--- config.mk ---
export PLATFORM = sky130hd
export DESIGN_NAME = bin2bcd_disp_writer_flat
export DESIGN_NICKNAME = d
export VERILOG_FILES = /design/src/rtl/bin2bcd_disp_writer_if.sv /design/src/rtl/bin2bcd_disp_writer.sv /design/src/flat_wrapper.sv
export SDC_FILE = /design/constraint.sdc
export NUM_CORES = 1
export LEC_CHECK = 0
export ABC_AREA = 1
export BUFFER_PORTS_ARGS = -buffer_cell sky130_fd_sc_hd__buf_2
export CORE_MARGIN = 8
export CORE_UTILIZATION = 30
export DETAILED_ROUTE_END_ITERATION = 12
export PLACE_DENSITY = 0.47
export REMOVE_ABC_BUFFERS = 1
export SKIP_CTS_REPAIR_TIMING = 1
export SLEW_MARGIN = 20
export SYNTH_ARGS = -nofsm -noshare
export SYNTH_HDL_FRONTEND = slang
export SYNTH_SLANG_ARGS = --single-unit
--- constraint.sdc ---
create_clock -name clk -period 2.5 [get_ports clk]
set_input_delay 0.625 -clock clk [delete_from_list [all_inputs] [get_ports clk]]
set_output_delay 0.625 -clock clk [all_outputs]
set_load 0.02 [all_outputs]
--- src/rtl/bin2bcd_disp_writer_if.sv ---
// Request/result and digit-write bundle between a requester and bin2bcd_disp_writer.
interface bin2bcd_disp_writer_if #(
  parameter int unsigned BIN_W = 27
);

  logic             start;
  logic [BIN_W-1:0] bin_in;
  logic             busy;
  logic             done;
  logic             overflow;
  logic             write;
  logic [2:0]       sel;
  logic [3:0]       num;

  // Requester side: issues start/value, observes status and the digit-write port.
  modport master (
    output start,
    output bin_in,
    input  busy,
    input  done,
    input  overflow,
    input  write,
    input  sel,
    input  num
  );

  // Converter side.
  modport slave (
    input  start,
    input  bin_in,
    output busy,
    output done,
    output overflow,
    output write,
    output sel,
    output num
  );

endinterface

--- src/rtl/bin2bcd_disp_writer.sv ---
// Sequential double-dabble converter that writes its 8 BCD digits into a
// multiplexed seven-segment display's digit memory, one digit per cycle.
module bin2bcd_disp_writer #(
  parameter int unsigned BIN_W   = 27,
  parameter int unsigned MAX_VAL = 99_999_999
) (
  input  logic                   clk,
  input  logic                   reset,
  bin2bcd_disp_writer_if.slave   bus
);

  localparam int unsigned NDIG  = 8;
  localparam int unsigned BCD_W = 4 * NDIG;
  localparam int unsigned CNT_W = $clog2(BIN_W + 1);
  localparam int unsigned DIG_W = 3;

  localparam logic [BIN_W-1:0] MAX_VAL_W = BIN_W'(MAX_VAL);
  localparam logic [CNT_W-1:0] LAST_BIT  = CNT_W'(BIN_W - 1);
  localparam logic [DIG_W-1:0] LAST_DIG  = DIG_W'(NDIG - 1);

  typedef enum logic [1:0] {
    S_IDLE    = 2'd0,
    S_CONVERT = 2'd1,
    S_WRITE   = 2'd2,
    S_DONE    = 2'd3
  } state_t;

  state_t state_q, state_d;

  logic [BIN_W-1:0] shreg_q,    shreg_d;
  logic [BCD_W-1:0] bcd_q,      bcd_d;
  logic [CNT_W-1:0] bit_cnt_q,  bit_cnt_d;
  logic [DIG_W-1:0] dig_cnt_q,  dig_cnt_d;
  logic             busy_q,     busy_d;
  logic             done_q,     done_d;
  logic             overflow_q, overflow_d;
  logic             write_q,    write_d;
  logic [2:0]       sel_q,      sel_d;
  logic [3:0]       num_q,      num_d;

  // Add-3 correction on every nibble >= 5, evaluated on pre-shift values.
  logic [BCD_W-1:0] bcd_adj_c;

  always_comb begin
    bcd_adj_c = bcd_q;
    for (int i = 0; i < int'(NDIG); i++) begin
      if (bcd_q[4*i +: 4] >= 4'd5) begin
        bcd_adj_c[4*i +: 4] = bcd_q[4*i +: 4] + 4'd3;
      end
    end
  end

  // State register; reset abandons any conversion or write burst in flight.
  always_ff @(posedge clk or negedge reset) begin
    if (!reset) begin
      state_q <= S_IDLE;
    end else begin
      state_q <= state_d;
    end
  end

  // Next-state logic: fixed-length CONVERT and WRITE phases, one DONE cycle.
  always_comb begin
    state_d = state_q;
    unique case (state_q)
      S_IDLE: begin
        if (bus.start) begin
          state_d = S_CONVERT;
        end
      end
      S_CONVERT: begin
        if (bit_cnt_q == LAST_BIT) begin
          state_d = S_WRITE;
        end
      end
      S_WRITE: begin
        if (dig_cnt_q == LAST_DIG) begin
          state_d = S_DONE;
        end
      end
      S_DONE: begin
        state_d = S_IDLE;
      end
      default: begin
        state_d = S_IDLE;
      end
    endcase
  end

  // Datapath and output next values; strobes default low, data holds.
  always_comb begin
    shreg_d    = shreg_q;
    bcd_d      = bcd_q;
    bit_cnt_d  = bit_cnt_q;
    dig_cnt_d  = dig_cnt_q;
    busy_d     = busy_q;
    done_d     = 1'b0;
    overflow_d = overflow_q;
    write_d    = 1'b0;
    sel_d      = sel_q;
    num_d      = num_q;

    unique case (state_q)
      S_IDLE: begin
        busy_d = 1'b0;
        if (bus.start) begin
          shreg_d    = bus.bin_in;
          bcd_d      = '0;
          bit_cnt_d  = '0;
          dig_cnt_d  = '0;
          overflow_d = (bus.bin_in > MAX_VAL_W);
          busy_d     = 1'b1;
        end
      end
      S_CONVERT: begin
        busy_d    = 1'b1;
        bcd_d     = {bcd_adj_c[BCD_W-2:0], shreg_q[BIN_W-1]};
        shreg_d   = {shreg_q[BIN_W-2:0], 1'b0};
        bit_cnt_d = bit_cnt_q + CNT_W'(1);
      end
      S_WRITE: begin
        busy_d    = 1'b1;
        write_d   = 1'b1;
        sel_d     = dig_cnt_q;
        num_d     = overflow_q ? 4'hF : bcd_q[{dig_cnt_q, 2'b00} +: 4];
        dig_cnt_d = dig_cnt_q + DIG_W'(1);
      end
      S_DONE: begin
        busy_d = 1'b0;
        done_d = 1'b1;
      end
      default: begin
        busy_d = 1'b0;
      end
    endcase
  end

  // Datapath and output registers.
  always_ff @(posedge clk or negedge reset) begin
    if (!reset) begin
      shreg_q    <= '0;
      bcd_q      <= '0;
      bit_cnt_q  <= '0;
      dig_cnt_q  <= '0;
      busy_q     <= 1'b0;
      done_q     <= 1'b0;
      overflow_q <= 1'b0;
      write_q    <= 1'b0;
      sel_q      <= '0;
      num_q      <= '0;
    end else begin
      shreg_q    <= shreg_d;
      bcd_q      <= bcd_d;
      bit_cnt_q  <= bit_cnt_d;
      dig_cnt_q  <= dig_cnt_d;
      busy_q     <= busy_d;
      done_q     <= done_d;
      overflow_q <= overflow_d;
      write_q    <= write_d;
      sel_q      <= sel_d;
      num_q      <= num_d;
    end
  end

  assign bus.busy     = busy_q;
  assign bus.done     = done_q;
  assign bus.overflow = overflow_q;
  assign bus.write    = write_q;
  assign bus.sel      = sel_q;
  assign bus.num      = num_q;

endmodule

--- src/flat_wrapper.sv ---
// flat-port wrapper written by rule: the top's interface ports become plain ports
module bin2bcd_disp_writer_flat 
#(
  parameter int unsigned BIN_W   = 27,
  parameter int unsigned MAX_VAL = 99_999_999
)
  (clk, reset, bus_start, bus_bin_in, bus_busy, bus_done, bus_overflow, bus_write, bus_sel, bus_num);
  bin2bcd_disp_writer_if #(.BIN_W(BIN_W)) bus_i ();
  input  logic clk;
  input  logic reset;
  input wire logic [$bits(bus_i.start)-1:0] bus_start;
  input wire logic [$bits(bus_i.bin_in)-1:0] bus_bin_in;
  output wire logic [$bits(bus_i.busy)-1:0] bus_busy;
  output wire logic [$bits(bus_i.done)-1:0] bus_done;
  output wire logic [$bits(bus_i.overflow)-1:0] bus_overflow;
  output wire logic [$bits(bus_i.write)-1:0] bus_write;
  output wire logic [$bits(bus_i.sel)-1:0] bus_sel;
  output wire logic [$bits(bus_i.num)-1:0] bus_num;
  assign bus_i.start = bus_start;
  assign bus_i.bin_in = bus_bin_in;
  assign bus_busy = bus_i.busy;
  assign bus_done = bus_i.done;
  assign bus_overflow = bus_i.overflow;
  assign bus_write = bus_i.write;
  assign bus_sel = bus_i.sel;
  assign bus_num = bus_i.num;
  bin2bcd_disp_writer #(.BIN_W(BIN_W), .MAX_VAL(MAX_VAL)) u_core (.clk(clk), .reset(reset), .bus(bus_i));
endmodule
==> implementation parameters, run 1 <==
Parameter                              Value

GRT
  Overall Global Routing Usage    roughly 12%
  Largest net degree at the start of global routing    44
  Global route total overflow    0
  Wire length of the first global-routing pass    19,400 µm
  Number of global-route vias before repair    3,902
  Number of antenna violations at the first check in global routing    0

Drt
  Vias per cell    4.86
  DR WL/cell    14.5 µm
  Post-DRT Antenna Nets    0
  Detailed-route via count    just under 4k
  Detailed-route wire length    around 12,000 µm
  Iter 0 DRT Violations    204
  First drt pass iteration count    5
  DRC Markers    0

Timing
  Clock Skews    2.85 ps
  Maximum frequency from static timing analysis    0.512 GHz
  Transition time of the tightest slew-check pin    approximately 620 ps
  Final Hold Vio Count    0
  Tightest slew margin relative to the limit    58.4%
  Count of endpoints failing setup in the final report    0
  Number of max-slew violations in the final report    0
  RSZ-0062 raised after global routing    no
  Final critical-path share of the clock period    78.1%
  Total negative slack    0 ps
  Final worst path period need    ~2000 ps
  Final worst slack    546 ps

Pwr
  Clock network fraction of design power    26.1%
  Sw Ratio    between 40% and 50%
  IR drop worst, VDD    0.431 mV
  Design Power    5.48 mW
  Switching power summed over all nets    about 2.2 mW
  Part of the power in registers    36.8%
  Combinational share of power    37.1%
  Leakage Power    2.38 nW
  Cell internal pwr    3.25 mW
  Power density over the cells    1050 mW/mm²

Logic synthesis
  Mapped cell area    0.00449 mm²
  Sequential-to-total area share from yosys stat    44.6%
  Synth Area per Inst    7.93 µm²
  Synth unique cells    29
  Flip-flop and latch count after synthesis    80
  Warnings from Yosys    0
  Cell count after synthesis    566

Clock tree
  Worst-skew pair later-pin latency    about 340 ps
  Number of buffers created by CTS    9
  Number of H-tree levels    3
  Clock buffer depth    2
  Buffer type at the clock tree root    sky130_fd_sc_hd__clkbuf_16
  CTS sink cnt    80
  Clock tree from TritonCTS    yes
  Clock slew at the register clock pins of the worst setup and hold paths    60 ps

Placed design
  Area of placed instances    slightly below 0.005 mm²
  HPWL Detailed    8270 µm
  Routability congestion estimate    0.775
  Setup slack at placement    524 ps
  Count of buffers inserted at the top-level ports    40

Setup path
  Reg-to-reg critical path endpoint    u_core.shreg_q[1]
  Crit. Startpoint    u_core.state_q[0]
  Reg-to-Reg Start    u_core.state_q[0]
  Critical path class    reg2reg
  Startpoint type of the worst setup path    flop
  Data required time of the worst path    approximately 2700 ps
  R2R Setup Slk    around 550 ps
  Critical path data arrival time    approximately 2200 ps
  Largest fanout of any net on the critical path    22
  Register-to-Register Path Depth    6
  Type of element capturing the critical path    flop
  End point of the critical path    u_core.shreg_q[1]

Finish
  Number of fill cells    1,512
  Synthesis-to-finish area growth    16.0%
  Fraction of final layout cells with drive strength greater than 1    13.4%
  Multi-input gate area in the final layout    roughly 0.0021 mm²
  ANT cells    0
  Most common cell after layout, fill and taps aside    sky130_fd_sc_hd__nand2_1
  Top library cells by usage in the layout, fill and taps aside    sky130_fd_sc_hd__nand2_1, sky130_fd_sc_hd__dfrtp_1, sky130_fd_sc_hd__inv_1, sky130_fd_sc_hd__o21ai_0, sky130_fd_sc_hd__nand3_1
  Nets    660
  Seq. cell area    around 0.002 mm²
  Cell area after layout    approximately 0.0052 mm²

Floorplanning
  FP Rows    44
  Die H    about 140 µm
  Core area    about 0.015 mm²
  Die area    0.0191 mm²
  Starting density of the core    30.8%
  Die width    138 µm
  Top-level I/O count    41

Status
  Status    completed

Job
  Max-cap check violation count    0

Worst hold path
  Hold Crit Class    in2async
==> final cells by class <==
class	instances	area share [%]
multi-input cells	396	40.7
repair buffers	47	5.14
clock inverters	6	1.59
flip-flops and latches	80	38.4
well taps	184	4.42
clock buffers	10	4.59
inverters	71	5.12
==> metal layers <==
metal | up-vias | share of wire (%) | GRT usage (%)
met1 | 1814 | 49 | 15.7
met2 | 75 | 46 | 19.3
met4 | 0 | 0.94 | 3.43
met3 | 9 | 4.3 | 3.97
li1 | 1960 | - | -
met5 | - | 0 | 0
==> kinds of logic after synthesis <==
logic type | share of synthesized area (%)
AO/OA/AOI/OAI | 17.7
XOR/XNOR | 1.37
adder cells (fa/ha/maj) | 6.97
buffers and inverters | 8.22
flip-flops | 44.6
AND/OR/NAND/NOR | 21.1
==> synth_stat cells, drive strengths merged <==
cell type / count / area [µm²]
nand2: 137 / 517
dfrtp: 80 / 2000
inv: 70 / 263
o21ai: 69 / 357
nand3: 45 / 225
a21oi: 29 / 145
nor2: 29 / 129
ha: 25 / 313
buf: 16 / 91.3
o22ai: 16 / 100
a22oi: 11 / 82.6
o211ai: 11 / 82.6
or2: 8 / 50.1
xor2: 7 / 61.3
clkbuf: 3 / 11.3
nand4: 3 / 18.8
a31oi: 2 / 12.5
nor3: 2 / 10.0
a21boi: 1 / 7.51
clkinv: 1 / 3.75
o221ai: 1 / 8.76
==> power by group through the flow <==
stage	Combinational [mW]	Clock (mW)	Sequential (mW)
after floorplan	1.28	0	2.05
final	2.03	1.43	2.02
after detailed placement	2.06	0	2.03
after global placement	2.00	0	2.03
after global routing	2.32	1.53	2.07
after CTS	2.07	1.48	2.01
==> worst min path at each step <==
stage,from,end,slack (ps)
6_report,reset,u_core.bcd_q[18],120
5_1_grt,reset,u_core.bcd_q[19],110
4_1_cts,reset,u_core.bcd_q[18],110
3_5_place_dp,u_core.shreg_q[18],u_core.shreg_q[18],470
3_3_place_gp,u_core.shreg_q[16],u_core.shreg_q[16],460
2_1_floorplan,reset,u_core.bcd_q[0],330
==> registers in the layout (all words and copies together), names as in the netlist <==
signal	flops
u_core.bus.write	1
u_core.shreg_q	27
u_core.bus.busy	1
u_core.state_q	2
u_core.bus.done	1
u_core.bus.overflow	1
u_core.bus.sel	3
u_core.bus.num	4
u_core.dig_cnt_q	3
u_core.bit_cnt_q	5
u_core.bcd_q	32
==> through the flow <==
step / util, % / hold WS (ps) / instances
2_1_floorplan: - / 329 / 547
3_3_place_gp: 33.5 / 463 / 778
3_5_place_dp: 33.5 / 466 / 778
4_1_cts: 35.7 / 108 / 794
5_1_grt: 35.7 / 106 / 794
6_report: 35.7 / 116 / 794
==> critical path: stages (launching register included) <==
cell	delay (ps)
sky130_fd_sc_hd__dfrtp_1	390
sky130_fd_sc_hd__inv_1	100
sky130_fd_sc_hd__ha_1	290
sky130_fd_sc_hd__o21ai_4	510
sky130_fd_sc_hd__inv_2	300
sky130_fd_sc_hd__nand2_1	120
sky130_fd_sc_hd__o221ai_1	100
No activity file was read; power rests on OpenSTA's default activity.
==> run 2: changes to the inputs <==
ABC_AREA = 0   (was 1)
clock period = 1.8 ns   (was 2.5 ns; I/O delays follow)
==> run 2 against run 1 <==
Effect of this change:
- first-iteration DRC count decreased by 12%
- synthesized area up 0.28%
- total power increased by 83%
- critical endpoint is now u_core.bcd_q[31]
- sequential power increased by 60%
==> implementation parameters, run 2 <==
Parameter                              Value

Pwr
  Sw Ratio    39.6%
  IR drop worst, VDD    0.749 mV
  Leakage Power    2.31 nW
  Part of the power in registers    32.3%
  Switching power summed over all nets    3.96 mW
  Combinational share of power    49.8%
  Power density over the cells    1840 mW/mm²
  Clock network fraction of design power    17.9%
  Cell internal pwr    approximately 6 mW
  Design Power    10.0 mW

GRT
  Wire length of the first global-routing pass    18,700 µm
  Most utilized layer in the global route result    met2
  Number of global-route vias before repair    3,613
  Largest net degree at the start of global routing    36
  Met1 track demand over resource    approximately 16%
  Global route total overflow    0
  Met3 global-route usage    2.81%
  Met2 GRT Util    18.1%
  Number of antenna violations at the first check in global routing    0
  Overall Global Routing Usage    11.9%

Drt
  DR WL/cell    ~17 µm
  DRC Markers    0
  Detailed-route via count    3,474
  Vias per cell    5.21
  Iter 0 DRT Violations    180
  Post-DRT Antenna Nets    0
  First drt pass iteration count    6
  Detailed-route wire length    between 10,000 and 15,000 µm

Clock tree
  Buffer type at the clock tree root    sky130_fd_sc_hd__clkbuf_16
  Number of H-tree levels    3
  Worst-skew pair later-pin latency    about 340 ps
  CTS sink cnt    80
  Clock buffer depth    2
  Clock tree from TritonCTS    yes
  Number of buffers created by CTS    9
  Clock slew at the register clock pins of the worst setup and hold paths    60 ps

Finish
  Nets    534
  Number of flip-flops in the largest register    32
  Top library cells by usage in the layout, fill and taps aside    sky130_fd_sc_hd__dfrtp_1, sky130_fd_sc_hd__o22ai_1, sky130_fd_sc_hd__buf_2, sky130_fd_sc_hd__a21oi_1, sky130_fd_sc_hd__mux2_2
  Top reg by flops    u_core.bcd_q
  Largest registers    u_core.bcd_q x32, u_core.shreg_q x27, u_core.bit_cnt_q x5
  ANT cells    0
  Fraction of final layout cells with drive strength greater than 1    around a quarter
  Most common cell after layout, fill and taps aside    sky130_fd_sc_hd__dfrtp_1
  Synthesis-to-finish area growth    20.7%

Setup path
  Register-to-Register Path Depth    6
  Largest delay share family, worst path    flip-flops
  Data required time of the worst path    between 2000 and 2500 ps
  Reg-to-Reg Start    u_core.state_q[0]
  Largest fanout of any net on the critical path    35
  CP max-delay cell    sky130_fd_sc_hd__dfrtp_1
  Cell count along the critical path    6
  R2R Setup Slk    120 ps
  End point of the critical path    u_core.bcd_q[31]
  Reg-to-reg critical path endpoint    u_core.bcd_q[31]
  Startpoint type of the worst setup path    flop
  Number of buffer and inverter stages on the critical path    2
  Chain of cells forming the critical path    inv_1 -> ha_4 -> mux2_2 -> buf_12 -> o31ai_1 -> a32o_1
  Critical path class    reg2reg
  Delay of the slowest cell on the worst path    between 400 and 500 ps
  Type of element capturing the critical path    flop
  Crit. Startpoint    u_core.state_q[0]
  Critical path data arrival time    between 1500 and 2000 ps

Placed design
  HPWL Detailed    7950 µm
  Routability congestion estimate    0.761
  Count of buffers inserted at the top-level ports    40
  Setup slack at placement    7.80 ps

Logic synthesis
  Area leader, netlist    sky130_fd_sc_hd__dfrtp_1
  Leading cell type by number of instances after synthesis    sky130_fd_sc_hd__dfrtp_1
  Synth Area per Inst    10.6 µm²
  Leading cell types by total area after synthesis    sky130_fd_sc_hd__dfrtp_1, sky130_fd_sc_hd__mux2_2, sky130_fd_sc_hd__ha_1, sky130_fd_sc_hd__o22ai_1, sky130_fd_sc_hd__mux2i_1
  Proportion of synthesized flip-flops having asynchronous set or reset    100%
  Number of enable flip-flop cells after synthesis    0
  Mapped cell area    0.00450 mm²
  Cell count after synthesis    roughly 430
  Synth unique cells    33
  Warnings from Yosys    0
  Cell types with the highest counts after synthesis    sky130_fd_sc_hd__dfrtp_1, sky130_fd_sc_hd__o22ai_1, sky130_fd_sc_hd__a21oi_1
  Flip-flop cell with the highest count after synthesis    sky130_fd_sc_hd__dfrtp_1
  Sequential-to-total area share from yosys stat    44.5%
  Share of the synthesized area in the top cell type    around 44%
  Flip-flop and latch count after synthesis    80

Timing
  Final critical-path share of the clock period    93.2%
  Number of max-slew violations in the final report    0
  Count of endpoints failing setup in the final report    0
  Tightest slew margin relative to the limit    71.8%
  Maximum frequency from static timing analysis    0.596 GHz
  Transition time of the tightest slew-check pin    424 ps
  Hold Slack    around 9.4 ps
  Final Hold Vio Count    0
  Clock Skews    4.38 ps
  Final worst slack    122 ps
  Final worst path period need    1680 ps

Floorplanning
  Core area    0.0146 mm²
  Die area    0.0192 mm²
  Starting density of the core    30.9%
  Die width    139 µm
  FP Rows    44
  Top-level I/O count    41
  Die H    139 µm

Worst hold path
  Hold Crit Class    in2async

Status
  Status    completed

Job
  Max-cap check violation count    0
## run 2: final cells by class
class	count	area, µm²
fill	1449	9160
multi-input combinational	294	2310
sequential	80	2000
timing repair buffer	71	514
clock buffer	11	243
tap	184	230
inverter	23	86.3
clock inverter	4	45.0
## run 2: power groups by stage
stage / Sequential, mW / Clock [mW] / Combinational (mW)
floorplan: 3.25 / 0 / 3.13
finish: 3.23 / 1.79 / 4.98
detailed placement: 3.24 / 0 / 4.95
global route: 3.34 / 1.93 / 5.54
CTS: 3.21 / 1.86 / 4.97
global placement: 3.21 / 0 / 4.84
## run 2: worst min-delay path by stage
stage,startpoint,slack [ps],endpoint
2_1_floorplan,reset,150,u_core.bcd_q[0]
3_3_place_gp,reset,380,u_core.bcd_q[17]
3_5_place_dp,reset,380,u_core.bcd_q[18]
4_1_cts,reset,6,u_core.bcd_q[18]
5_1_grt,reset,20,u_core.bcd_q[18]
6_report,reset,9,u_core.bcd_q[18]
## run 2: layer usage
metal,part of all wire (%),up-vias
li1,-,1694
met1,51,1714
met5,0,-
met4,1.6,0
met2,44,56
met3,2.7,10
## run 2: cell families after synthesis
logic type                 after synthesis  share of synthesized area (%)
muxes                                   59                           15.1
xor gates and xnor gates                18                           3.50
DFF                                     80                           44.5
buffers and inverters                   51                           4.95
and+or+nand+nor                         53                           5.42
AOI/OAI and AO/OA                      139                           19.7
adders and majority gates               25                           6.95
## run 2: through the flow
stage / instances / cell area (µm²) / util, % / setup TNS (ps)
after floorplan: 397 / 4370 / - / -52880
after global placement: 652 / 5110 / 35.0 / 0
after global routing: 667 / 5430 / 37.2 / -30.1
after CTS: 667 / 5400 / 37.0 / -8.82
after detailed placement: 652 / 5110 / 35.0 / 0
final: 667 / 5430 / 37.2 / 0
